`config.mk`:
```
export PLATFORM = sky130hd
export DESIGN_NAME = jk_cmd_sequencer
export DESIGN_NICKNAME = d
export VERILOG_FILES = /design/src/rtl/jk_cmd_sequencer.sv
export SDC_FILE = /design/constraint.sdc
export NUM_CORES = 1
export LEC_CHECK = 0
export BUFFER_PORTS_ARGS = -buffer_cell sky130_fd_sc_hd__buf_2
export CAP_MARGIN = 20
export CORE_AREA = 4 4 71 73
export DETAILED_ROUTE_END_ITERATION = 7
export DIE_AREA = 0 0 75 77
export SYNTH_ARGS = -nofsm -noshare
export SYNTH_HDL_FRONTEND = slang
export SYNTH_SLANG_ARGS = --single-unit
```
`constraint.sdc`:
```
create_clock -name clk -period 2.3 [get_ports clk]
set_input_delay 0.23 -clock clk [delete_from_list [all_inputs] [get_ports clk]]
set_output_delay 0.23 -clock clk [all_outputs]
set_load 0.02 [all_outputs]
```
`src/rtl/jk_cmd_sequencer.sv`:
```
// ---------------------------------------------------------------------------
// jk_cmd_sequencer
//
// Upstream driver for the JK flip-flop cell. Commands ({j,k} op plus a repeat
// count) arrive over a valid/ready handshake and are buffered in a small
// FIFO. Each command drives its op on registered j/k for cnt+1 enabled
// cycles, back-to-back with the next queued command. q_exp tracks what the
// downstream flop's q will be after each edge, for in-system checking.
//
// Parameters:
//   DEPTH  command FIFO entries (power of 2, >= 2)
//   CW     repeat-count width in bits
//
// Ports:
//   clk       rising-edge clock
//   rst       asynchronous, active-low reset
//   en        1 = run, 0 = pause (j/k forced to 00, countdown frozen)
//   in_valid  command offered
//   in_ready  FIFO can accept (from registered occupancy only)
//   in_op     {j,k} code: 00 hold, 01 reset, 10 set, 11 toggle
//   in_cnt    repeat count; op is driven for in_cnt+1 cycles
//   j, k      registered J/K to the downstream flop
//   q_exp     predicted downstream q
//   busy      command in execution or FIFO non-empty
//   level     FIFO occupancy
// ---------------------------------------------------------------------------
module jk_cmd_sequencer #(
  parameter int DEPTH = 4,
  parameter int CW    = 4
) (
  input  logic                   clk,
  input  logic                   rst,
  input  logic                   en,
  input  logic                   in_valid,
  output logic                   in_ready,
  input  logic [1:0]             in_op,
  input  logic [CW-1:0]          in_cnt,
  output logic                   j,
  output logic                   k,
  output logic                   q_exp,
  output logic                   busy,
  output logic [$clog2(DEPTH):0] level
);

  localparam int AW      = $clog2(DEPTH);
  localparam int LEVEL_W = AW + 1;
  localparam logic [AW:0] LEVEL_FULL = LEVEL_W'(DEPTH);

  localparam logic [0:0] ST_IDLE = 1'b0;
  localparam logic [0:0] ST_RUN  = 1'b1;

  logic [CW+1:0] fifo_mem [DEPTH];
  logic [AW-1:0] wr_ptr;
  logic [AW-1:0] rd_ptr;
  logic [0:0]    state;
  logic [CW-1:0] rem;
  logic [1:0]    cur_op;
  logic [1:0]    head_op;
  logic [CW-1:0] head_cnt;
  logic          fifo_nonempty;
  logic          push;
  logic          pop;

  // Handshake and FIFO control. in_ready looks only at registered occupancy,
  // so a full FIFO stays closed even on a cycle where an entry is popped.
  // A pop happens whenever the sequencer is enabled and about to load a new
  // command: either sitting idle, or finishing the last cycle of the active
  // one. Because the pop decision also uses registered occupancy, an entry
  // pushed at one edge can first be popped at the following edge.
  assign fifo_nonempty = (level != '0);
  assign in_ready      = (level != LEVEL_FULL);
  assign push          = in_valid && in_ready;
  assign pop           = en && fifo_nonempty && ((state == ST_IDLE) || (rem == '0));
  assign {head_op, head_cnt} = fifo_mem[rd_ptr];
  assign busy          = (state == ST_RUN) || fifo_nonempty;

  // Command storage. The payload memory needs no reset: an entry is only
  // ever read once occupancy says it has been written.
  always_ff @(posedge clk) begin
    if (push) begin
      fifo_mem[wr_ptr] <= {in_op, in_cnt};
    end
  end

  // FIFO pointers and occupancy. Pointers are exactly log2(DEPTH) bits and
  // wrap on their own; occupancy cannot over- or underflow since push is
  // gated by in_ready and pop by a non-empty FIFO.
  always_ff @(posedge clk or negedge rst) begin
    if (!rst) begin
      wr_ptr <= '0;
      rd_ptr <= '0;
      level  <= '0;
    end else begin
      if (push) begin
        wr_ptr <= wr_ptr + AW'(1);
      end
      if (pop) begin
        rd_ptr <= rd_ptr + AW'(1);
      end
      case ({push, pop})
        2'b10:   level <= level + LEVEL_W'(1);
        2'b01:   level <= level - LEVEL_W'(1);
        default: level <= level;
      endcase
    end
  end

  // Sequencer. rem counts the cycles still to be driven after the current
  // one, so a command with count N is driven on N+1 enabled edges. The op is
  // kept in cur_op so that after a pause (which forces j/k to 00) the same op
  // can be re-driven while the countdown resumes where it stopped. On the
  // last cycle of a command the next queued one is loaded directly, so there
  // is no 00 gap between consecutive commands.
  always_ff @(posedge clk or negedge rst) begin
    if (!rst) begin
      state  <= ST_IDLE;
      rem    <= '0;
      cur_op <= 2'b00;
      j      <= 1'b0;
      k      <= 1'b0;
    end else if (!en) begin
      j <= 1'b0;
      k <= 1'b0;
    end else begin
      case (state)
        ST_IDLE: begin
          if (fifo_nonempty) begin
            {j, k} <= head_op;
            cur_op <= head_op;
            rem    <= head_cnt;
            state  <= ST_RUN;
          end else begin
            {j, k} <= 2'b00;
          end
        end
        ST_RUN: begin
          if (rem != '0) begin
            rem    <= rem - CW'(1);
            {j, k} <= cur_op;
          end else if (fifo_nonempty) begin
            {j, k} <= head_op;
            cur_op <= head_op;
            rem    <= head_cnt;
          end else begin
            {j, k} <= 2'b00;
            state  <= ST_IDLE;
          end
        end
        default: begin
          {j, k} <= 2'b00;
          state  <= ST_IDLE;
        end
      endcase
    end
  end

  // Model of the downstream flop's q. It samples the same registered j/k
  // that the flop sees, so after each edge q_exp equals the flop's q. It runs
  // regardless of en because the flop itself is always clocked.
  always_ff @(posedge clk or negedge rst) begin
    if (!rst) begin
      q_exp <= 1'b0;
    end else begin
      case ({j, k})
        2'b01:   q_exp <= 1'b0;
        2'b10:   q_exp <= 1'b1;
        2'b11:   q_exp <= ~q_exp;
        default: q_exp <= q_exp;
      endcase
    end
  end

endmodule

```
Yosys cells after proc, flatten, opt, wreduce, memory -nomap -nowiden

Memory sizes are Yosys's and may differ from the RTL's.
Cells that the tools add are included.

Bits in registers: 17
Bits in latches: 0
RAM bits: 24
Bits in read-only memories: 0
Input port bits: 10
Output and inout bits: 8
Logic and storage cells: 56
Memories kept: 1

Memories:

| memory   | words | bits a word | read ports | clocked after memory_dff | wr ports | line | source |
|---|---|---|---|---|---|---|---|
| fifo_mem | 4     | 6           | 1          | 0                        | 1        | 52   | `logic [CW+1:0] fifo_mem [DEPTH];` |

Add/subtract/negate cells: 5
$mul: 0
Divide/modulo/power cells: 0
Order comparisons: 0
Equal/unequal tests: 7
Shift operators: 0
Mux-type cells: 21
Bitwise logic cells: 2
Reduce and logical (&&, ||, !) cells: 11

Operators with widths:

| operator              | count |
|---|---|
| $mux W1               | 10 |
| $mux W4               | 2 |
| $pmux W4 S2           | 1 |
| $eq A2 B2 Y1 const B  | 3 |
| $pmux W1 S2           | 3 |
| $pmux W3 S2           | 1 |
| $reduce_bool A3 Y1    | 2 |
| $add A2 B1 Y2 const B | 2 |
| $eq A2 B1 Y1 const B  | 2 |
| $logic_not A4 Y1      | 1 |
| $mux W2               | 2 |
| $pmux W2 S2           | 1 |
| $reduce_bool A4 Y1    | 1 |
| $sub A4 B1 Y4 const B | 1 |
| $add A3 B1 Y3 const B | 1 |
| $logic_and A1 B1 Y1   | 3 |
| $ne A3 B3 Y1 const B  | 1 |
| $pmux W1 S3           | 1 |
| $sub A3 B1 Y3 const B | 1 |
| $logic_or A1 B1 Y1    | 2 |
| $ne A2 B2 Y1 const B  | 1 |
| $not A1 Y1            | 2 |
| $reduce_and A2 Y1     | 1 |
| $reduce_bool A2 Y1    | 1 |

Logic depth before layout (Yosys ltp)

Word-level depth: 5
Gate-level depth with buffers: 11

Worst setup path after synthesis

No wires, ideal clock.

Kind: flip-flop to flip-flop
Start point: register rem[0]
End point: register level[2]
Setup time: 0.080 ns
Arrival: 2.321 ns
Setup slack: -0.101 ns
Stages on the path, launching flop included: 12
Buffers on the path: 1
Cell sequence: dfrtp_1 -> inv_1 -> ha_1 -> or3b_1 -> buf_6 -> a21oi_4 -> ha_1 -> inv_1 -> fa_1 -> xor2_1 -> nor2_1 -> xor2_1

Cells in the longest elaborated chain, start to end: 5

Ends and longest elaborated chain:

| element                                           | line | source |
|---|---|---|
| start, declared                                   | 56   | `logic [CW-1:0] rem;` |
| start signal, assigned                            | 130  | `rem <= head_cnt;` |
| start signal, assigned                            | 138  | `rem <= rem - CW'(1);` |
| start signal, assigned                            | 143  | `rem <= head_cnt;` |
| $logic_not A4 Y1 *                                | 73   | `assign pop = en && fifo_nonempty && ((state == ST_IDLE) \|\| (rem == '0));` |
| $logic_or A1 B1 Y1 *                              | 73   |  |
| $logic_and A1 B1 Y1 *                             | 73   |  |
| net pop                                           | 62   | `logic pop;` |
| $eq A2 B1 Y1 or $eq A2 B2 Y1 (tied branches)      | 100  | `case ({push, pop})` |
| $pmux W3 S2 or $reduce_bool A2 Y1 (tied branches) | -    |  |
| end signal, assigned                              | 101  | `2'b10: level <= level + LEVEL_W'(1);` |
| end signal, assigned                              | 102  | `2'b01: level <= level - LEVEL_W'(1);` |
| end signal, assigned                              | 103  | `default: level <= level;` |
| end, declared                                     | 42   | `output logic [$clog2(DEPTH):0] level` |

Mark *: on every way through the listed nets, which the timed path passes. The rest lies on a longest branch.
A chain may end at the register's enable or synchronous reset.

Worst setup path in the final report

Same ends and word-level chain as after synthesis.

==> impl_metrics.env <==
export IMPL_first_global_vias=1076
export IMPL_skew_ns=0.00597
export IMPL_synth_top_family_by_area="multiplexers"
export IMPL_tns_ns=0
export IMPL_core_mm2=0.00435
export IMPL_yosysTopAreaCell="edfxtp_1"
export IMPL_cts_root_buf="clkbuf_8"
export IMPL_syn_cell_area_mm2=0.00183
export IMPL_slowest_delay_ns=0.40
export IMPL_antenna_found_initial=0
export IMPL_startpoint_type="register"
export IMPL_htree_levels=2
export IMPL_drive_gt1_frac=0.331
export IMPL_seq_area_frac_synth=0.628
export IMPL_vias=1067
export IMPL_drt_iter0_drc=63
export IMPL_synthCells=124
export IMPL_grt_overflow=0
export IMPL_synth_top_cell_area_share=0.395
export IMPL_irDropWorstVdd_mv=0.460
export IMPL_drc_errors=0
export IMPL_powerDensity_mw_per_mm2=1270
export IMPL_synth_edf_count=24
export IMPL_netlist_top_cells_count="edfxtp_1, dfrtp_1, inv_1"
export IMPL_clkLatencyLatePin_ns=0.30
export IMPL_critPathArrivalTime_ns=2.47
export IMPL_synthTopCellsByArea="edfxtp_1, dfrtp_1, mux4_2, ha_1, inv_1"
export IMPL_die_y_um=77
export IMPL_crit_family="adder cells"
export IMPL_dp_hpwl_mm=2.32
export IMPL_cts_sinks=41
export IMPL_status="complete, no violations"
export IMPL_grt_pass1_wl_mm=5.26
export IMPL_wl_per_cell_um=16.3
export IMPL_cts_buffers=5
export IMPL_worstPathCellList="inv_2, ha_4, or3b_4, a21oi_4, ha_4, inv_1, fa_2, xor2_1, nor2_1, xor2_1"
export IMPL_routed_wirelength_mm=3.31
export IMPL_cts_buffer_depth=2
export IMPL_dr_pass1_iters=5
export IMPL_drv_slew=0
export IMPL_min_period_over_period=0.979
export IMPL_crit_slowest_cell="dfrtp_1"
export IMPL_cts_tree="done"
export IMPL_power_total_mw=2.71
export IMPL_grt_start_max_net_pins=18
export IMPL_yosys_area_share_simple=0.0720
export IMPL_fp_dieArea_mm2=0.00578
export IMPL_final_hold_viol_count=0
export IMPL_yosys_area_share_xor_xnor=0.0288
export IMPL_fin_cells=203
export IMPL_port_buffers=17
export IMPL_synth_most_common_cell="edfxtp_1"
export IMPL_holdWs_ns=0.139
export IMPL_antenna_left=0
export IMPL_synthDistinctLibCells=35
export IMPL_critPathKind="register to register"
export IMPL_ys_warn_count=0
export IMPL_synthesis_nets=141
export IMPL_synth_area_mux_share=0.0980
export IMPL_via_per_inst=5.26
export IMPL_synth_compound_area_share=0.0775
export IMPL_cts_clk_slew_worst_paths_ns=0.08
export IMPL_antenna_cells=0
export IMPL_crit_fanout=3
export IMPL_rows=24
export IMPL_synthArstFlopShare=0.415
export IMPL_fin_nets=167
export IMPL_rsz0062_at_grt="true"
export IMPL_max_freq_ghz=0.444
export IMPL_slew_headroom=0.567
export IMPL_worst_hold_path_type="primary input to register"
export IMPL_dp_cells=190
export IMPL_p_leak_nw=0.863
export IMPL_fin_crit_ns=2.25
export IMPL_maxCapViolations=0
export IMPL_worst_slew_pin_slew_ns=0.644
export IMPL_worstPathRequired_ns=2.52
export IMPL_endpoint_kind="register"
export IMPL_ys_flop_type="edfxtp_1"
export IMPL_gp_congestion=0.752
export IMPL_synthAdderAreaFrac=0.0521
export IMPL_setup_viol=0
export IMPL_area_growth_pct=17.3
export IMPL_die_w_um=75
export IMPL_syn_avg_cell_area_um2=14.7
export IMPL_ys_seq_elements=41
export IMPL_grt_total_usage=0.128
export IMPL_critPathBufInv=2
export IMPL_start_util=0.419
export IMPL_ios=18
-- layer usage --
metal,GRT usage,share of wire,wire (µm)
met4,0.0801,0.025,84
met5,0,0,0
met3,0.0379,0.042,139
met1,0.154,0.42,1400
met2,0.196,0.51,1690
-- through the flow --
stage | worst slack (ns) | cell area (µm²) | util
floorplan | -0.0614 | 1830 | -
global placement | 0.0871 | 1970 | 0.452
detailed placement | -0.00705 | 1970 | 0.452
CTS | 0.0320 | 2110 | 0.484
global route | -0.0698 | 2140 | 0.492
finish | 0.0485 | 2140 | 0.492
-- cells by family after synthesis --
group | count (synthesis)
AO/OA/AOI/OAI | 18
XOR/XNOR | 6
adder cells (fa/ha/maj) | 7
buffers and inverters | 17
flip-flops | 41
multiplexers | 10
AND/OR/NAND/NOR | 25
-- power breakdown --
part | switching [mW] | internal (mW)
clock | 0.251 | 0.326
combinational | 0.476 | 0.453
sequential | 0.195 | 1.01
-- worst register-to-register path: stages, from the launching register on --
cell	delay, ns
dfrtp_1	0.40
inv_2	0.09
ha_4	0.14
or3b_4	0.39
a21oi_4	0.19
ha_4	0.15
inv_1	0.05
fa_2	0.34
xor2_1	0.15
nor2_1	0.11
xor2_1	0.17
-- flip-flops by register name, indices dropped and copies added (netlist names) --
name / cells
q_exp: 1
wr_ptr: 2
level: 3
k: 1
cur_op: 2
j: 1
rd_ptr: 2
fifo_mem: 24
rem: 4
state: 1
-- final cells by class --
class | count | area, µm²
fillers | 359 | 2210
inverters | 11 | 41.3
flip-flops and latches | 41 | 1150
well taps | 52 | 65.1
multi-input cells | 66 | 629
clock inverters | 2 | 38.8
repair buffers | 25 | 148
clock buffers | 6 | 72.6
-- timing repair --
item,in CTS,in global routing
buffers inserted,1,3
pin swaps,1,4
resized for setup,2,3
hold endpoints to repair,17,0
setup endpoints to repair,1,1
hold buffers,1,0
-- path summary, 6_finish.rpt --
| check | to | slack (ns) | from | depth (start not counted) |
|---|---|---|---|---|
| setup / recovery | level[2] | 0.05 | rem[0] | 10 |
| hold / removal | fifo_mem[1][5] | 0.14 | in_op[1] | 1 |
| setup reg to reg | level[2] | 0.05 | rem[0] | 10 |
| hold reg to reg | q_exp | 0.43 | k | 1 |
| max in group asynchronous | cur_op[1] | 1.64 | rst | 2 |
| min in group asynchronous | rem[3] | 0.38 | rst | 2 |
-- layout by cell type, fill, tap and decap left out, types with 5 or more instances in the layout --
cell type / instances
edfxtp_1: 24
dfrtp_1: 17
buf_2: 17
inv_1: 9
buf_4: 7
mux4_2: 6
nand2_1: 6
clkbuf_8: 5
(Power assumes the default switching activity.)
